--- src/rtl/tap_pkg.sv ---
// Shared TAP definitions: state encoding, IR width, opcodes and mode decode.
// Pure types and constants. No clocking and no backpressure.
package tap_pkg;

    typedef enum logic [3:0] {
        TLR, RTI, SEL_DR, CAP_DR, SH_DR, EX1_DR, PA_DR, EX2_DR, UPD_DR,
        SEL_IR, CAP_IR, SH_IR, EX1_IR, PA_IR, EX2_IR, UPD_IR
    } tap_state_t;

    localparam int IR_W = 3;

    localparam logic [IR_W-1:0] OP_EXTEST         = 3'b000;
    localparam logic [IR_W-1:0] OP_SAMPLE_PRELOAD = 3'b001;
    localparam logic [IR_W-1:0] OP_INTEST         = 3'b010;
    localparam logic [IR_W-1:0] OP_IDCODE         = 3'b011;
    localparam logic [IR_W-1:0] OP_BYPASS         = 3'b111;

    localparam logic [IR_W-1:0] IR_CAPTURE_VAL = 3'b001;

    typedef struct packed {
        logic enable;
        logic test_normal;
        logic cap_in;
        logic upd_in;
        logic cap_out;
        logic upd_out;
    } mode_t;

    // Undefined opcodes fall through to the all-zero BYPASS decode.
    function automatic mode_t decode_mode(input logic [IR_W-1:0] op);
        mode_t m;
        m = '0;
        case (op)
            OP_EXTEST:         m = '{enable: 1'b1, test_normal: 1'b1, cap_in: 1'b1,
                                     upd_in: 1'b0, cap_out: 1'b0, upd_out: 1'b1};
            OP_INTEST:         m = '{enable: 1'b1, test_normal: 1'b1, cap_in: 1'b0,
                                     upd_in: 1'b1, cap_out: 1'b1, upd_out: 1'b0};
            OP_SAMPLE_PRELOAD: m = '{enable: 1'b1, test_normal: 1'b0, cap_in: 1'b1,
                                     upd_in: 1'b1, cap_out: 1'b1, upd_out: 1'b1};
            default:           m = '0;
        endcase
        return m;
    endfunction

endpackage

--- src/rtl/tap_fsm.sv ---
// 16-state TAP state machine stepped by TMS on every rising TCK.
// State is registered, one transition per TCK. No backpressure.
module tap_fsm
    import tap_pkg::*;
(
    input  logic       TCK,
    input  logic       TRST_N,
    input  logic       TMS,
    output tap_state_t state
);

    always_ff @(posedge TCK) begin
        if (!TRST_N) begin
            state <= TLR;
        end else begin
            case (state)
                TLR:    state <= TMS ? TLR    : RTI;
                RTI:    state <= TMS ? SEL_DR : RTI;
                SEL_DR: state <= TMS ? SEL_IR : CAP_DR;
                CAP_DR: state <= TMS ? EX1_DR : SH_DR;
                SH_DR:  state <= TMS ? EX1_DR : SH_DR;
                EX1_DR: state <= TMS ? UPD_DR : PA_DR;
                PA_DR:  state <= TMS ? EX2_DR : PA_DR;
                EX2_DR: state <= TMS ? UPD_DR : SH_DR;
                UPD_DR: state <= TMS ? SEL_DR : RTI;
                SEL_IR: state <= TMS ? TLR    : CAP_IR;
                CAP_IR: state <= TMS ? EX1_IR : SH_IR;
                SH_IR:  state <= TMS ? EX1_IR : SH_IR;
                EX1_IR: state <= TMS ? UPD_IR : PA_IR;
                PA_IR:  state <= TMS ? EX2_IR : PA_IR;
                EX2_IR: state <= TMS ? UPD_IR : SH_IR;
                UPD_IR: state <= TMS ? SEL_DR : RTI;
                default: state <= TLR;
            endcase
        end
    end

endmodule

--- src/rtl/tap_controller.sv ---
// JTAG TAP controller: IR, bypass and ID registers, BSR strobes, TDO mux.
// Strobes and TDO are combinational from state; mode outputs lag the IR by one TCK. No backpressure.
module tap_controller
    import tap_pkg::*;
#(
    parameter logic [31:0] IDCODE_VALUE = 32'h1234_5001
)(
    input  logic TCK,
    input  logic TRST_N,
    input  logic TMS,
    input  logic TDI,
    input  logic BSR_TDO,
    output logic TDO,
    output logic TDO_EN,
    output logic BSR_TDI,
    output logic CAPTURE,
    output logic SHIFT,
    output logic UPDATE,
    output logic ENABLE,
    output logic MODE_TEST_NORMAL,
    output logic MODE_SHIFT_LOAD,
    output logic CAPTURE_MODE_INPUT,
    output logic UPDATE_MODE_INPUT,
    output logic CAPTURE_MODE_OUTPUT,
    output logic UPDATE_MODE_OUTPUT
);

    tap_state_t      state;
    logic [IR_W-1:0] ir_shift;
    logic [IR_W-1:0] ir_latch;
    logic [IR_W-1:0] ir_eff;
    logic            bypass_q;
    logic [31:0]     id_q;
    mode_t           mode_q;

    tap_fsm u_fsm (
        .TCK    (TCK),
        .TRST_N (TRST_N),
        .TMS    (TMS),
        .state  (state)
    );

    // TLR forces IDCODE immediately, before the latch itself is rewritten.
    assign ir_eff = (state == TLR) ? OP_IDCODE : ir_latch;

    always_ff @(posedge TCK) begin
        if (!TRST_N) begin
            ir_shift <= IR_CAPTURE_VAL;
            ir_latch <= OP_IDCODE;
            bypass_q <= 1'b0;
            id_q     <= IDCODE_VALUE;
            mode_q   <= '0;
        end else begin
            mode_q <= decode_mode(ir_eff);
            case (state)
                TLR:    ir_latch <= OP_IDCODE;
                CAP_IR: ir_shift <= IR_CAPTURE_VAL;
                SH_IR:  ir_shift <= {TDI, ir_shift[IR_W-1:1]};
                UPD_IR: ir_latch <= ir_shift;
                CAP_DR: begin
                    bypass_q <= 1'b0;
                    id_q     <= IDCODE_VALUE;
                end
                SH_DR: begin
                    bypass_q <= TDI;
                    id_q     <= {TDI, id_q[31:1]};
                end
                default: ;
            endcase
        end
    end

    always_comb begin
        TDO = 1'b0;
        if (state == SH_IR) begin
            TDO = ir_shift[0];
        end else if (state == SH_DR) begin
            case (ir_latch)
                OP_EXTEST, OP_INTEST, OP_SAMPLE_PRELOAD: TDO = BSR_TDO;
                OP_IDCODE:                               TDO = id_q[0];
                default:                                 TDO = bypass_q;
            endcase
        end
    end

    assign TDO_EN  = (state == SH_IR) || (state == SH_DR);
    assign BSR_TDI = TDI;

    // Gated with TRST_N so the BSR never sees a strobe on a reset edge.
    assign CAPTURE = TRST_N && (state == CAP_DR);
    assign SHIFT   = TRST_N && (state == SH_DR);
    assign UPDATE  = TRST_N && (state == UPD_DR);

    assign MODE_SHIFT_LOAD     = (state == SH_DR);
    assign ENABLE              = mode_q.enable;
    assign MODE_TEST_NORMAL    = mode_q.test_normal;
    assign CAPTURE_MODE_INPUT  = mode_q.cap_in;
    assign UPDATE_MODE_INPUT   = mode_q.upd_in;
    assign CAPTURE_MODE_OUTPUT = mode_q.cap_out;
    assign UPDATE_MODE_OUTPUT  = mode_q.upd_out;

endmodule
--- config.mk ---
export PLATFORM = sky130hd
export DESIGN_NAME = tap_controller
export DESIGN_NICKNAME = d
export VERILOG_FILES = /design/src/rtl/tap_pkg.sv /design/src/rtl/tap_fsm.sv /design/src/rtl/tap_controller.sv
export SDC_FILE = /design/constraint.sdc
export NUM_CORES = 1
export LEC_CHECK = 0
export ABC_AREA = 0
export CAP_MARGIN = 20
export CORE_MARGIN = 2
export CORE_UTILIZATION = 50
export DETAILED_ROUTE_END_ITERATION = 6
export MAX_ROUTING_LAYER = met4
export PLACE_DENSITY = 0.82
export SKIP_LAST_GASP = 1
export SLEW_MARGIN = 10
export SYNTH_ARGS = -nofsm -noshare
export SYNTH_HDL_FRONTEND = slang
export SYNTH_SLANG_ARGS = --single-unit
--- constraint.sdc ---
create_clock -name TCK -period 2.2 [get_ports TCK]
set_input_delay 0.33 -clock TCK [delete_from_list [all_inputs] [get_ports TCK]]
set_output_delay 0.33 -clock TCK [all_outputs]
set_load 0.01 [all_outputs]
==> results of run 1 <==
==> through the flow <==
step                utilization [%]  setup WS, ns  hold slack (ns)  setup TNS, ns
global route                   59.6       -0.0180            0.493        -0.0289
floorplan                         -         0.623            0.437              0
global placement               56.8         0.164            0.453              0
CTS                            59.4        0.0643            0.470              0
finish                         59.6        0.0533            0.467              0
detailed placement             56.8         0.157            0.458              0
==> cells by family (layout without fill, tap and decap cells) <==
group / after synthesis / count (layout) / share of synthesized area (%)
AO/OA/AOI/OAI: 60 / 60 / 26.2
buffers and inverters: 28 / 45 / 7.87
AND/OR/NAND/NOR: 52 / 52 / 15.1
XOR/XNOR: 2 / 2 / 0.950
flip-flops: 46 / 46 / 49.9
==> critical path, delay by kind of cell, from the launching register on <==
kind / cells / cell delay (ns)
flip-flops: 1 / 0.32
AO/OA/AOI/OAI: 1 / 0.16
buffers and inverters: 3 / 0.89
AND/OR/NAND/NOR: 1 / 0.16
==> worst max path at each step <==
stage | end | depth (start not counted) | slack (ns)
2_1_floorplan | SHIFT | 7 | 0.62
3_3_place_gp | TDO | 5 | 0.16
3_5_place_dp | TDO | 5 | 0.16
4_1_cts | TDO | 6 | 0.06
5_1_grt | TDO | 6 | -0.02
6_report | TDO_EN | 5 | 0.05
==> registers in the layout (all words and copies together), names as in the netlist <==
| signal | flops |
|---|---|
| CAPTURE_MODE_INPUT | 1 |
| ENABLE | 1 |
| MODE_TEST_NORMAL | 1 |
| UPDATE_MODE_INPUT | 1 |
| id_q | 32 |
| ir_latch | 3 |
| ir_shift | 3 |
| u_fsm.state | 4 |
==> power by group <==
group	internal (W)	leakage, nW	total [W]	switching (W)
Sequential	0.000839	0.371	0.000844	0.00000446
Clock	0.000253	0.0482	0.000518	0.000265
Combinational	0.0000390	0.324	0.0000974	0.0000584
Total	0.00113	0.744	0.00146	0.000328
==> area by class of cell <==
type / instances / area [um^2]
Clock buffer: 7 / 86.3
Timing Repair Buffer: 29 / 260
Fill cell: 318 / 1460
Inverter: 8 / 30.0
Tap cell: 48 / 60.1
Multi-Input combinational cell: 114 / 786
Clock inverter: 1 / 5.00
Sequential cell: 46 / 921
==> per-layer routing <==
layer / wire [um] / part of all wire (%) / up-vias
met5: 0 / 0 / -
met4: 31 / 0.86 / 0
met3: 230 / 6.4 / 6
met2: 1670 / 46 / 46
met1: 1660 / 46 / 692
li1: - / - / 736
==> cells in the final DEF (no fill, tap or decap), types with 6 or more instances in the layout <==
master / count
clkdlybuf4s50_1: 17
clkbuf_8: 6
inv_1: 6
o22ai_1: 9
a32o_1: 15
nand2_1: 14
nor2_1: 7
buf_4: 12
o32a_1: 8
o21ai_0: 6
dfxtp_1: 46
a21oi_1: 7
==> timing repair <==
| item | CTS | global route |
|---|---|---|
| setup endpoints to repair | 1 | 1 |
| setup buffers | 0 | 0 |
| hold endpoints to repair | 0 | 0 |
| gates resized for setup | 1 | 2 |
==> impl_results.md, run 1 <==
- Status: completed
- Cell row count: 22
- RSZ-0062 raised after global routing: yes
- Clock Root Buffer: clkbuf_8
- Actual slew at the worst max-slew pin: 0.515 ns
- Vias after detailed routing: 1480
- CTS buffer count: 5
- Top cell type's share of synthesized area: 49.9%
- Grt total ovfl: 0
- Cell variety after synth: 40
- Critical path's slowest cell: clkdlybuf4s50_1
- Crit. End Element: output port
- GRT busiest layer: met2
- Post-Layout Cell Count: 253
- Final setup viols: 0
- R2R setup slack: 0.54 ns
- Post-route antenna net violation count: 0
- ANT cells: 0
- Reg clk slew, reported paths: 0.08 ns
- NumNets Final: 209
- CP peak stage delay: 0.53 ns
- DP HPWL: 2.41 mm
- Syn nets: 193
- Endpoint of the worst hold path: id_q[11]$_SDFFE_PN0P_
- Number of instances in the placed design: 245
- First-pass GRT wire length: 6.07 mm
- M2 GR Usage: 30.0%
- CTS Hold Buffers Added: 0
- P&R area growth vs syn: 16.5%
- Final instance area: 2150 um^2
- CTS tree: done
- Power Density: 679 nW/um^2
- Pin count of the biggest net entering global routing: 26
- Fraction of layout cells with a size suffix above 1: 14.6%
- Synthesized cell area: 1840 um^2
- Synth Area per Inst: 9.81 um^2
- Tot GR Track Use: 19.0%
- Die Wd: 64.7 um
- Max Cap Violations: 0
- Crit path from: u_fsm.state[2]$_SDFF_PN0_
- R2R Path End: id_q[28]$_SDFFE_PN1P_
- Leakage Power: 0.744 nW
- DRT Wirelength: 3.59 mm
- Worst R2R Path Depth: 4
- Wire length per cell: 14.2 um
- Worst endpoint required time: 1.87 ns
- Vias per cell: 5.85
- Hold path startpoint: id_q[11]$_SDFFE_PN0P_
- Die height: 64.7 um
- Yosys reg bits: 46
- Hold Vio Cnt, Final: 0
- Minimum clock period: 2.15 ns
- Final Max Slew Viols: 0
- Tcrit/Tclk final: 97.6%
- Syn Inst Count: 188
- Vias in the first global route: 1350
- Crit path top cell by count: buf_4
- Ys Warns: 0
- # DRC: 0
- Initial antenna violation count: 0
- Post-synth EDFFs: 0
- Area contributors post-synth: dfxtp_1 (50%), a32o_1 (8.1%), o32a_1 (4.3%)
- Ys flop type: dfxtp_1
- Worst rel slew slack: 65.4%
- Post-synthesis sequential area ratio: 49.9%
- Max IR drop VDD: 0.527 mV
- Worst-skew pair later-pin latency: 0.30 ns
- Crit path arrival time: 1.82 ns
- CP Launch Type: register
- Post-synth top cells: dfxtp_1 (46), a32o_1 (15), nand2_1 (14)
- Clock Sinks: 46
- Area after DPL: 2050 um^2
- Critical path type: reg -> out
- Initial core utilization: 51.1%
- Count leader, synth: dfxtp_1
- First-pass DRT Iterations: 4
- GP Congestion: 0.819
- Fmax: 466 MHz
- Die ar.: 4190 um^2
- Detailed Route Iter0 Violations: 153
- Htree depth: 2
- Core Region: 3610 um^2
- Clock skew: 0.00420 ns
- Cell taking the most area after synthesis: dfxtp_1
- Reg-to-Reg Start: u_fsm.state[2]$_SDFF_PN0_
- Hold WC Path Type: reg -> reg
- IO Pins: 18
- Tot Pwr: 0.00146 W
- Clk buf depth: 2
- Met3 usage: 6.25%
- Met1 usage: 23.9%
- Ys async rst share: 0%
- Port Buf Inserts: 17
- Worst path cell trace: buf_4 -> nor2b_1 -> buf_4 -> a31o_2 -> clkdlybuf4s50_1
- Largest fanout on the critical path: 17
- Hold path depth: 2
(Power assumes the default switching activity.)
==> run 2: changes to the inputs <==
CORE_UTILIZATION = 40   (was 50)
PLACE_DENSITY = unset   (was 0.82)
==> run 2 against run 1 <==
Effect of this change:
- clock skew up 0.0025 ns
- routed wire length up 7.0%
- maximum frequency up 4.5%
- combinational power down 0.4%
- largest cell class unchanged
- power down 0.38%
- critical endpoint is now CAPTURE
- via count up 0.74%
==> impl_results.md, run 2 (synthesis results as in run 1) <==
- Met1 usage: 19.2%
- Vias after detailed routing: 1491
- Die Wd: 71.9 um
- GRT busiest layer: met2
- Max Cap Violations: 0
- Setup TNS Final: 0 ns
- RSZ-0062 raised after global routing: no
- Actual slew at the worst max-slew pin: 0.513 ns
- Initial antenna violation count: 0
- DP HPWL: 2.54 mm
- Largest fanout on the critical path: 14
- Hold Slack: 0.477 ns
- Core Region: 4380 um^2
- Grt total ovfl: 0
- Htree depth: 2
- Crit. End Element: output port
- Most frequent cells in the layout: dfxtp_1 (45), a32o_1 (15), nand2_1 (14), clkdlybuf4s50_1 (14), buf_4 (12)
- Reg clk slew, reported paths: 0.08 ns
- Initial core utilization: 42.1%
- Clock Sinks: 46
- Worst-skew pair later-pin latency: 0.30 ns
- Fmax: 487 MHz
- Area after DPL: 2050 um^2
- Max FFs per register: 32
- Minimum clock period: 2.05 ns
- Largest reg by FF count: id_q
- # DRC: 0
- Final setup viols: 0
- Die height: 71.9 um
- Largest regs: id_q x32, u_fsm.state x4
- Hold Vio Cnt, Final: 0
- Post-route antenna net violation count: 0
- Vias per cell: 5.80
- Detailed Route Iter0 Violations: 114
- Vias in the first global route: 1413
- Hold WC Path Type: reg -> reg
- Critical path type: reg -> out
- CTS tree: done
- Hold path depth: 1
- Status: completed
- CTS buffer count: 5
- Die ar.: 5170 um^2
- Pin count of the biggest net entering global routing: 23
- Most common cell after layout, fill and taps aside: dfxtp_1
- Leakage Power: 0.792 nW
- P&R area growth vs syn: 17.2%
- M2 GR Usage: 26.3%
- NumNets Final: 209
- IO Pins: 18
- Clock skew: 0.00669 ns
- Number of fill cells in the layout: 412
- Worst endpoint required time: 1.87 ns
- Max IR drop VDD: 0.336 mV
- Cell row count: 24
- Worst rel slew slack: 65.5%
- Fraction of layout cells with a size suffix above 1: 15.1%
- CP Launch Type: register
- Worst R2R Path Depth: 4
- First-pass GRT wire length: 6.35 mm
- Tcrit/Tclk final: 93.4%
- Clock Root Buffer: clkbuf_8
- Power Density: 673 nW/um^2
- First-pass DRT Iterations: 4
- Tot GR Track Use: 16.1%
- Setup WS post-layout: 0.145 ns
- Final Max Slew Viols: 0
- DRT Wirelength: 3.84 mm
- DP Worst Slack: 0.148 ns
- Tot Pwr: 0.00145 W
- ANT cells: 0
- Port Buf Inserts: 17
- Met3 usage: 4.17%
- Wire length per cell: 14.9 um
- Clk buf depth: 2
- Crit path arrival time: 1.72 ns
- Final instance area: 2160 um^2
- GP Congestion: 0.807
[run 2: cell types whose count changed in the layout (fill, tap and decap cells not counted), sizes merged]
cell / before / now
clkinvlp: 0 / 2
clkdlybuf4s50: 17 / 14
clkinv: 1 / 0
dlymetal6s2s: 0 / 3
clkbuf: 7 / 5
inv: 8 / 9
[run 2: per-layer routing]
metal  routed length [um]  vias to the layer above
met5                    0                        -
met4                   59                        0
met2                 1880                       28
met3                  126                        5
met1                 1780                      720
li1                     -                      738
[run 2: power breakdown]
part           leakage (nW)  internal (W)  switching, W
clock                0.0408      0.000227      0.000287
combinational         0.380     0.0000384     0.0000586
sequential            0.372      0.000839    0.00000409
total                 0.792       0.00110      0.000349
[run 2: through the flow]
stage | instances | util [%]
floorplan | 188 | -
CTS | 257 | 49.1
finish | 257 | 49.3
detailed placement | 248 | 46.7
global placement | 248 | 46.7
global route | 257 | 49.3
[run 2: worst max-delay path, stage by stage (launching register included)]
cell,delay (ns)
dfxtp_2,0.37
buf_4,0.19
nor2_2,0.14
and4_1,0.19
clkdlybuf4s50_1,0.53
[run 2: timing repair]
| item | CTS | global route |
|---|---|---|
| endpoints found under the setup margin | 4 | 4 |
| gates resized for setup | 2 | 4 |
| hold buffers | 0 | 0 |
| setup buffers | 1 | 0 |
[run 2: worst paths after layout]
check                                  from               endpoint  slack, ns
hold / removal        id_q[20]$_SDFFE_PN1P_  id_q[19]$_SDFFE_PN0P_       0.48
setup / recovery  u_fsm.state[3]$_SDFF_PN0_                CAPTURE       0.15
setup reg to reg  u_fsm.state[2]$_SDFF_PN0_  id_q[11]$_SDFFE_PN0P_       0.53
hold reg to reg       id_q[20]$_SDFFE_PN1P_  id_q[19]$_SDFFE_PN0P_       0.48
[run 2: cell type report]
type / instances / area [um^2] / area share, %
multi-input cells: 114 / 783 / 36.2
well taps: 52 / 65.1 / 3.01
clock buffers: 5 / 68.8 / 3.18
clock inverters: 3 / 23.8 / 1.10
flip-flops and latches: 46 / 922 / 42.7
inverters: 8 / 30.0 / 1.39
repair buffers: 29 / 268 / 12.4
